### src/rtl/sc_matrix_tx.sv
// sc_matrix_tx: serial refresher for a MAX7219-type 8x8 LED matrix driver.
// Sends five init words once, then the eight row words per frame.
module sc_matrix_tx #(
    parameter int DATAWIDTH_BUS = 8,
    parameter int CLKDIV = 4,
    parameter logic [3:0] INTENSITY = 4'hF
) (
    input  logic                     SC_MATRIX_TX_CLOCK_50,
    input  logic                     SC_MATRIX_TX_RESET,
    input  logic [DATAWIDTH_BUS-1:0] SC_MATRIX_TX_ROW0_IN,
    input  logic [DATAWIDTH_BUS-1:0] SC_MATRIX_TX_ROW1_IN,
    input  logic [DATAWIDTH_BUS-1:0] SC_MATRIX_TX_ROW2_IN,
    input  logic [DATAWIDTH_BUS-1:0] SC_MATRIX_TX_ROW3_IN,
    input  logic [DATAWIDTH_BUS-1:0] SC_MATRIX_TX_ROW4_IN,
    input  logic [DATAWIDTH_BUS-1:0] SC_MATRIX_TX_ROW5_IN,
    input  logic [DATAWIDTH_BUS-1:0] SC_MATRIX_TX_ROW6_IN,
    input  logic [DATAWIDTH_BUS-1:0] SC_MATRIX_TX_ROW7_IN,
    input  logic                     SC_MATRIX_TX_EN_IN,
    output logic                     SC_MATRIX_TX_DIN_OUT,
    output logic                     SC_MATRIX_TX_CLK_OUT,
    output logic                     SC_MATRIX_TX_LOAD_OUT,
    output logic                     SC_MATRIX_TX_BUSY_OUT,
    output logic                     SC_MATRIX_TX_FRAME_DONE_OUT
);
    typedef enum logic [2:0] {IDLE, LOAD_WORD, SHIFT_LOW, SHIFT_HIGH, LATCH, NEXT} state_t;
    state_t state, state_n;
    logic [3:0] idx, bit_cnt;
    logic [7:0] half_cnt;
    logic [15:0] sreg, word;
    logic init_done, half_end;
    logic [2:0] k;
    logic [7:0] rows [8];
    logic [7:0] snap [8];

    assign rows[0] = 8'(SC_MATRIX_TX_ROW0_IN);
    assign rows[1] = 8'(SC_MATRIX_TX_ROW1_IN);
    assign rows[2] = 8'(SC_MATRIX_TX_ROW2_IN);
    assign rows[3] = 8'(SC_MATRIX_TX_ROW3_IN);
    assign rows[4] = 8'(SC_MATRIX_TX_ROW4_IN);
    assign rows[5] = 8'(SC_MATRIX_TX_ROW5_IN);
    assign rows[6] = 8'(SC_MATRIX_TX_ROW6_IN);
    assign rows[7] = 8'(SC_MATRIX_TX_ROW7_IN);
    assign half_end = half_cnt == 8'(CLKDIV - 1);
    assign k = 3'(idx - 4'd5);

    // Word 5 is loaded in the same cycle the snapshot is taken, so it uses the live row.
    always_comb begin
        case (idx)
            4'd0: word = 16'h0900;
            4'd1: word = {8'h0A, 4'h0, INTENSITY};
            4'd2: word = 16'h0B07;
            4'd3: word = 16'h0C01;
            4'd4: word = 16'h0F00;
            default: word = {4'h0, idx - 4'd4, (idx == 4'd5) ? rows[0] : snap[k]};
        endcase
    end

    always_comb begin
        state_n = state;
        case (state)
            IDLE:       state_n = SC_MATRIX_TX_EN_IN ? LOAD_WORD : IDLE;
            LOAD_WORD:  state_n = SHIFT_LOW;
            SHIFT_LOW:  state_n = half_end ? SHIFT_HIGH : SHIFT_LOW;
            SHIFT_HIGH: state_n = !half_end ? SHIFT_HIGH : (bit_cnt == 4'd0 ? LATCH : SHIFT_LOW);
            LATCH:      state_n = half_end ? NEXT : LATCH;
            NEXT:       state_n = (idx != 4'd12 || SC_MATRIX_TX_EN_IN) ? LOAD_WORD : IDLE;
            default:    state_n = IDLE;
        endcase
    end

    always_ff @(posedge SC_MATRIX_TX_CLOCK_50) begin
        if (SC_MATRIX_TX_RESET) begin
            state <= IDLE;
            idx <= 4'd0;
            bit_cnt <= 4'd0;
            half_cnt <= 8'd0;
            sreg <= 16'd0;
            init_done <= 1'b0;
            snap <= '{default: 8'd0};
        end else begin
            state <= state_n;
            half_cnt <= (state_n == state && state != IDLE) ? half_cnt + 8'd1 : 8'd0;
            case (state)
                IDLE: idx <= init_done ? 4'd5 : 4'd0;
                LOAD_WORD: begin
                    sreg <= word;
                    bit_cnt <= 4'd15;
                    if (idx == 4'd5) snap <= rows;
                end
                SHIFT_HIGH: if (half_end && bit_cnt != 4'd0) begin
                    sreg <= sreg << 1;
                    bit_cnt <= bit_cnt - 4'd1;
                end
                NEXT: begin
                    idx <= (idx == 4'd12) ? 4'd5 : idx + 4'd1;
                    if (idx == 4'd12) init_done <= 1'b1;
                end
                default: ;
            endcase
        end
    end

    assign SC_MATRIX_TX_DIN_OUT = (state == LOAD_WORD) ? word[15] : sreg[15];
    assign SC_MATRIX_TX_CLK_OUT = state == SHIFT_HIGH;
    assign SC_MATRIX_TX_LOAD_OUT = !(state inside {LOAD_WORD, SHIFT_LOW, SHIFT_HIGH});
    assign SC_MATRIX_TX_BUSY_OUT = state != IDLE;
    assign SC_MATRIX_TX_FRAME_DONE_OUT = state == NEXT && idx == 4'd12;
endmodule

### config.mk
export PLATFORM = sky130hd
export DESIGN_NAME = sc_matrix_tx
export DESIGN_NICKNAME = d
export VERILOG_FILES = /design/src/rtl/sc_matrix_tx.sv
export SDC_FILE = /design/constraint.sdc
export NUM_CORES = 1
export LEC_CHECK = 0
export BUFFER_PORTS_ARGS = -buffer_cell sky130_fd_sc_hd__buf_2
export CORE_UTILIZATION = 33
export DETAILED_ROUTE_END_ITERATION = 8
export GPL_TIMING_DRIVEN = 0
export PLACE_DENSITY = 0.64
export REMOVE_ABC_BUFFERS = 1
export SYNTH_ARGS = -nofsm -noshare
export SYNTH_HDL_FRONTEND = slang
export SYNTH_SLANG_ARGS = --single-unit
### constraint.sdc
create_clock -name SC_MATRIX_TX_CLOCK_50 -period 2.7 [get_ports SC_MATRIX_TX_CLOCK_50]
set_clock_uncertainty 0.05 [all_clocks]
set_input_delay 0.27 -clock SC_MATRIX_TX_CLOCK_50 [delete_from_list [all_inputs] [get_ports SC_MATRIX_TX_CLOCK_50]]
set_output_delay 0.27 -clock SC_MATRIX_TX_CLOCK_50 [all_outputs]
set_load 0.05 [all_outputs]
Word-level counts from Yosys, hierarchy flattened
Index checks and enable logic that the tools add are counted.
Word-level totals
  logic and storage cells: 74
  output and inout port bits: 5
  bits in registers: 100
  input port bits: 67
Operators by class
  mux-type cells: 20
  add/subtract/negate cells: 5
  equality and inequality tests: 15
  $lt $le $gt $ge: 1
  bitwise gates (word level): 2
  reductions and logical operators: 17
Operators by type and width (count)
  $pmux W12 S5: 1
  $pmux W16 S2: 1
  $bmux W8 S3: 1
  $mux W8: 3
  $pmux W3 S6: 1
  $mux W16: 1
  $pmux W4 S2: 2
  $mux W3: 3
  $add A8 B1 Y8 const B: 1
  $eq A4 B2 Y1 const B: 2
  $eq A4 B3 Y1 const B: 2
  $eq A8 B2 Y1 const B: 1
  $logic_not A4 Y1: 2
  $mux W4: 2
  $eq A3 B2 Y1 const B: 2
  $eq A3 B3 Y1 const B: 2
  $reduce_and A2 Y1: 3
  $reduce_bool A3 Y1: 2
  $mux W1: 5
  $add A4 B1 Y4 const B: 1
  $eq A4 B1 Y1 const B: 1
  $eq A4 B4 Y1 const B: 1
  $ge A4 B4 Y1 const B: 1
  $ne A4 B4 Y1 const B: 1
  other kinds (15): 18

Depth between registers and ports, before layout
  word-level depth: 8
  gate-level depth with buffers: 11
  mapped depth without buffers: 7

Worst setup path before layout
Ideal clock, no wire load.
  path kind: register to register
  from: register idx[0]
  to: register sreg[4]
  stages on the path, launching flop included: 12
  arrival: 2657 ps
  library setup time: 134 ps
  required time: 2516 ps
  path slack: -140 ps
  buffers on the path: 4
  clock period less this slack: 2840 ps
  path through: dfxtp_1 buf_2 buf_2 inv_1 ha_1 clkbuf_1 clkbuf_1 mux4_2 mux2i_1 nor2_1 a21oi_1 o22ai_1
Between the ends
  cells in the longest elaborated chain, start to end: 8
  elaborated cells between the ends (all ways): 14
  those cells by class: add/sub: 1; eq/ne: 5; mux: 6; bitwise: 1; reduce/logical: 1
Ends and longest elaborated chain
  start, declared: line 27  | logic [3:0] idx, bit_cnt;
  start signal, assigned: line 84  | IDLE: idx <= init_done ? 4'd5 : 4'd0;
  start signal, assigned: line 95  | idx <= (idx == 4'd12) ? 4'd5 : idx + 4'd1;
  $sub A3 B3 Y3: line 44  | assign k = 3'(idx - 4'd5);
  $not A3 Y4 (not written as such): line 54  | default: word = {4'h0, idx - 4'd4, (idx == 4'd5) ? rows[0] : snap[k]};
  $bmux W8 S3: line 54
  $mux W8 (not written as such) (2 in series): line 54
  $mux W8: line 54
  $pmux W12 S5 (*): line 48  | case (idx)
  $pmux W16 S2 (*): line 83  | case (state)
  end signal, assigned: line 86  | sreg <= word;
  end signal, assigned: line 91  | sreg <= sreg << 1;
  end, declared: line 29  | logic [15:0] sreg, word;
Every way passes the cells marked *; elsewhere a longest branch is shown, timed or not. The select of a mux whose other input is x is not followed.
A chain may end at the register's enable or synchronous reset.

Final worst setup path
  from: register idx[0]
  to: register sreg[2]
The elaborated chain is that of the path after synthesis.

==> Implementation_results.wiki <==
{| class="wikitable"
! Metric !! Value
|-
| Overflow left after global routing || 0
|-
| Slew of the pin with the lowest slew margin || between 0.9 and 1 ns
|-
| Async set-or-reset flop fraction in the synthesized netlist || 0%
|-
| Number of hold violations in the final report || 0
|-
| Commonest cells after routing, fill and taps aside || sky130_fd_sc_hd__nand2_1 (153), sky130_fd_sc_hd__dfxtp_1 (99), sky130_fd_sc_hd__a21oi_1 (87), sky130_fd_sc_hd__buf_2 (70), sky130_fd_sc_hd__nor2_1 (30)
|-
| Yosys Warn Count || 0
|-
| Clock tree sinks || 100
|-
| Effective utilization at floorplan || roughly a third
|-
| Clock H-tree levels || 3
|-
| Total routed wirelength || approximately 11000 um
|-
| I/O pins || slightly above 70
|-
| Worst setup slack after layout || around 0.26 ns
|-
| GRT Overall Usage || around 15%
|-
| Most frequent standard cell in the layout excluding fill and tap cells || sky130_fd_sc_hd__nand2_1
|-
| Max frequency || 0.410 GHz
|-
| CTS max path bufs || 2
|-
| Worst Setup Slack post-DPL || -1.17 ns
|-
| Type of element launching the critical path || register
|-
| Instance count of the mapped netlist || around 560
|-
| Hold buffers post-CTS || 0
|-
| TritonCTS clock tree || done
|-
| Outcome || finished, final reports clean
|-
| Overall die area || ~15000 um2
|-
| Number of synthesized register bits || 100
|-
| Drt pass-1 iters || 4
|-
| Setup repair after global routing missed its margin || false
|-
| Count of nets left with antenna violations after detail routing || 0
|-
| Routability Congestion || about 0.77
|-
| Vias after detailed routing || about 4000
|-
| Number of buffers and inverters on the critical path || 1
|-
| Leakage power of the design || approximately 0.002 uW
|-
| Number of synthesized flops with an enable pin || 0
|-
| Final net count || 689
|-
| Antenna cell count || 0
|-
| Worst-case headroom to the max-slew limit || a little over a third
|-
| Die boundary height || about 120 um
|-
| # Max-Cap Violations || 0
|-
| Worst setup path class || reg -> reg
|-
| Number of DRC markers after the initial detailed-route iteration || approximately 250
|-
| Floorplan Core Area || roughly 14000 um2
|-
| Clock buffers created by TritonCTS || 9
|-
| Antenna violations before repair || 0
|-
| Fraction of the yosys area taken by sequential cells || about 43%
|-
| Arrival time at the worst endpoint || roughly 2.6 ns
|-
| Power per cell area || between 500 and 600 nW/um2
|-
| Syn Std Cell Area || ~4600 um2
|-
| Fin crit share || 90.4%
|-
| Cell row count || 43
|-
| Cell with the largest stage delay on the worst path || sky130_fd_sc_hd__dfxtp_4
|-
| Layout Area Growth over Synthesis || 19.8%
|-
| Crit path cell chain || inv_1 > ha_1 > o31ai_1 > nand2_1 > o21ai_0 > o21ai_0 > a2111oi_1
|-
| IR Drop Worst-Case VDD || 0.294 mV
|-
| Clk_lat worst skew || approximately 0.34 ns
|-
| Worst hold-check path type || in -> reg
|-
| Count of cell types in the netlist || 48
|-
| Routed wire length per instance || between 10 and 15 um
|-
| Number of design rule violations left after detail routing || 0
|-
| Required time of the worst setup path || about 2.9 ns
|-
| Clock root buffer || sky130_fd_sc_hd__clkbuf_16
|-
| CP top delay family || compound AO/OA/AOI/OAI gates
|-
| Post-layout min period || ~2.4 ns
|-
| Maximum number of pins on one net before global-route repair || 96
|-
| Cell repeated most along the worst path || sky130_fd_sc_hd__o21ai_0
|-
| Mean instance size in the synthesized netlist || approximately 8.3 um2
|-
| Ratio of cells with drive above 1 in the final layout || 20.1%
|-
| Die Width || between 100 and 150 um
|-
| Number of buffers inserted by port buffering || slightly above 70
|-
| Dpl cells || around 770
|-
| Critical Path Sink Type || register
|-
| First-pass GRT wire length || between 15000 and 20000 um
|-
| CP Max Fanout || 11
|-
| Post-DP HPWL || between 6000 and 7000 um
|-
| Final number of max-transition violations || 0
|-
| Total of endpoints with negative setup slack in the final report || 0
|-
| Crit-path max cell delay || about 0.50 ns
|-
| Post-detailed-route via-to-cell ratio || 5.04
|-
| Top FF cell, synth || sky130_fd_sc_hd__dfxtp_1
|-
| Non-filler cells in the finished layout || about 800
|-
| Vias in the first global route || about 3600
|-
| Clock slew at the register clock pins of the worst setup and hold paths || 0.06 ns
|}
==> worst paths after layout <==
kind,start,end,slack (ns),depth (start not counted)
worst max-delay path,idx[0],sreg[2],0.26,7
worst min-delay path,SC_MATRIX_TX_ROW6_IN[1],snap[9],0.12,3
worst max register to register,idx[0],sreg[2],0.26,7
worst min register to register,sreg[15],sreg[15],0.40,2
==> worst register-to-register path, delay by kind of cell (launching register included) <==
family                     cells  cell delay [ns]
DFF                            1             0.50
and+or+nand+nor                1             0.27
buffers and inverters          1             0.19
AOI/OAI and AO/OA              4             1.05
adders and majority gates      1             0.27
==> final cells by class <==
type	count	area [um2]
fillers	1369	8260
flip-flops and latches	100	2010
repair buffers	80	485
inverters	12	48.8
clock inverters	1	7.51
multi-input cells	409	2530
well taps	180	225
clock buffers	14	264
==> sequential cells by signal (all words and copies together), names as in the netlist <==
signal and count:
init_done 1, bit_cnt 4, idx 4, sreg 16, half_cnt 8, snap 64
state 3
==> what timing repair did <==
action | in CTS | in global routing
gates resized for setup | 6 | 4
gates cloned | 1 | 1
setup buffers | 0 | 7
pin swaps | 1 | 3
hold endpoints to repair | 0 | 0
setup endpoints to repair | 85 | 41
==> per-stage QoR <==
stage / cell area (um2) / total power (uW) / setup TNS [ns] / utilization [%] / hold WS, ns
floorplan: 4490 / 1730 / -18.93 / - / 0.289
global placement: 5070 / 1850 / -98.80 / 36.6 / 0.387
detailed placement: 5140 / 1860 / -35.20 / 37.2 / 0.393
CTS: 5470 / 3060 / -0.0325 / 39.5 / 0.104
global route: 5570 / 3180 / 0 / 40.3 / 0.112
finish: 5570 / 3050 / 0 / 40.3 / 0.116
==> cells in the mapped netlist, drive strengths merged (2+ instances only) <==
master,number,area (um2)
mux4,16,360
inv,12,45.0
xor2,7,61.3
or3,5,31.3
buf,5,37.5
dfxtp,100,2000
mux2i,5,50.1
nor4,3,33.8
xnor2,3,26.3
and3b,2,17.5
and3,8,50.1
o21ai,11,55.1
o21a,4,30.0
nor3b,2,15.0
a2111oi,2,20.0
nand3,10,50.1
nor2,31,119
o31ai,2,15.0
a311oi,5,43.8
nor2b,2,12.5
ha,10,125
clkbuf,33,124
a211oi,5,37.5
and2,3,18.8
a21oi,87,435
o211ai,3,22.5
a221oi,3,26.3
nand2,154,578
o22ai,6,37.5
nor3,4,20.0
==> routing by layer <==
| layer | GRT usage (%) | vias to the layer above | routed length, um |
|---|---|---|---|
| met5 | 0 | - | 0 |
| met4 | 5.71 | 0 | 172 |
| met3 | 2.55 | 15 | 441 |
| met2 | 24.1 | 89 | 5150 |
| met1 | 19.6 | 1867 | 4990 |
| li1 | - | 2042 | - |
==> cell families after synthesis <==
kind of cell | Yosys count | synth area share, %
buffers and inverters | 50 | 4.44
flip-flops | 100 | 43.1
AO/OA/AOI/OAI | 137 | 17.7
adder cells (fa/ha/maj) | 10 | 2.69
multiplexers | 22 | 9.07
AND/OR/NAND/NOR | 228 | 21.1
XOR/XNOR | 10 | 1.88
==> where the power goes <==
| group | leakage (uW) | total (uW) | internal (uW) | switching (uW) |
|---|---|---|---|---|
| clock | 0.000129 | 1190 | 672 | 519 |
| combinational | 0.00107 | 326 | 135 | 190 |
| sequential | 0.000808 | 1530 | 1500 | 34.3 |
| total | 0.00201 | 3050 | 2300 | 744 |
Note: power is estimated with default switching activity, not from simulation.
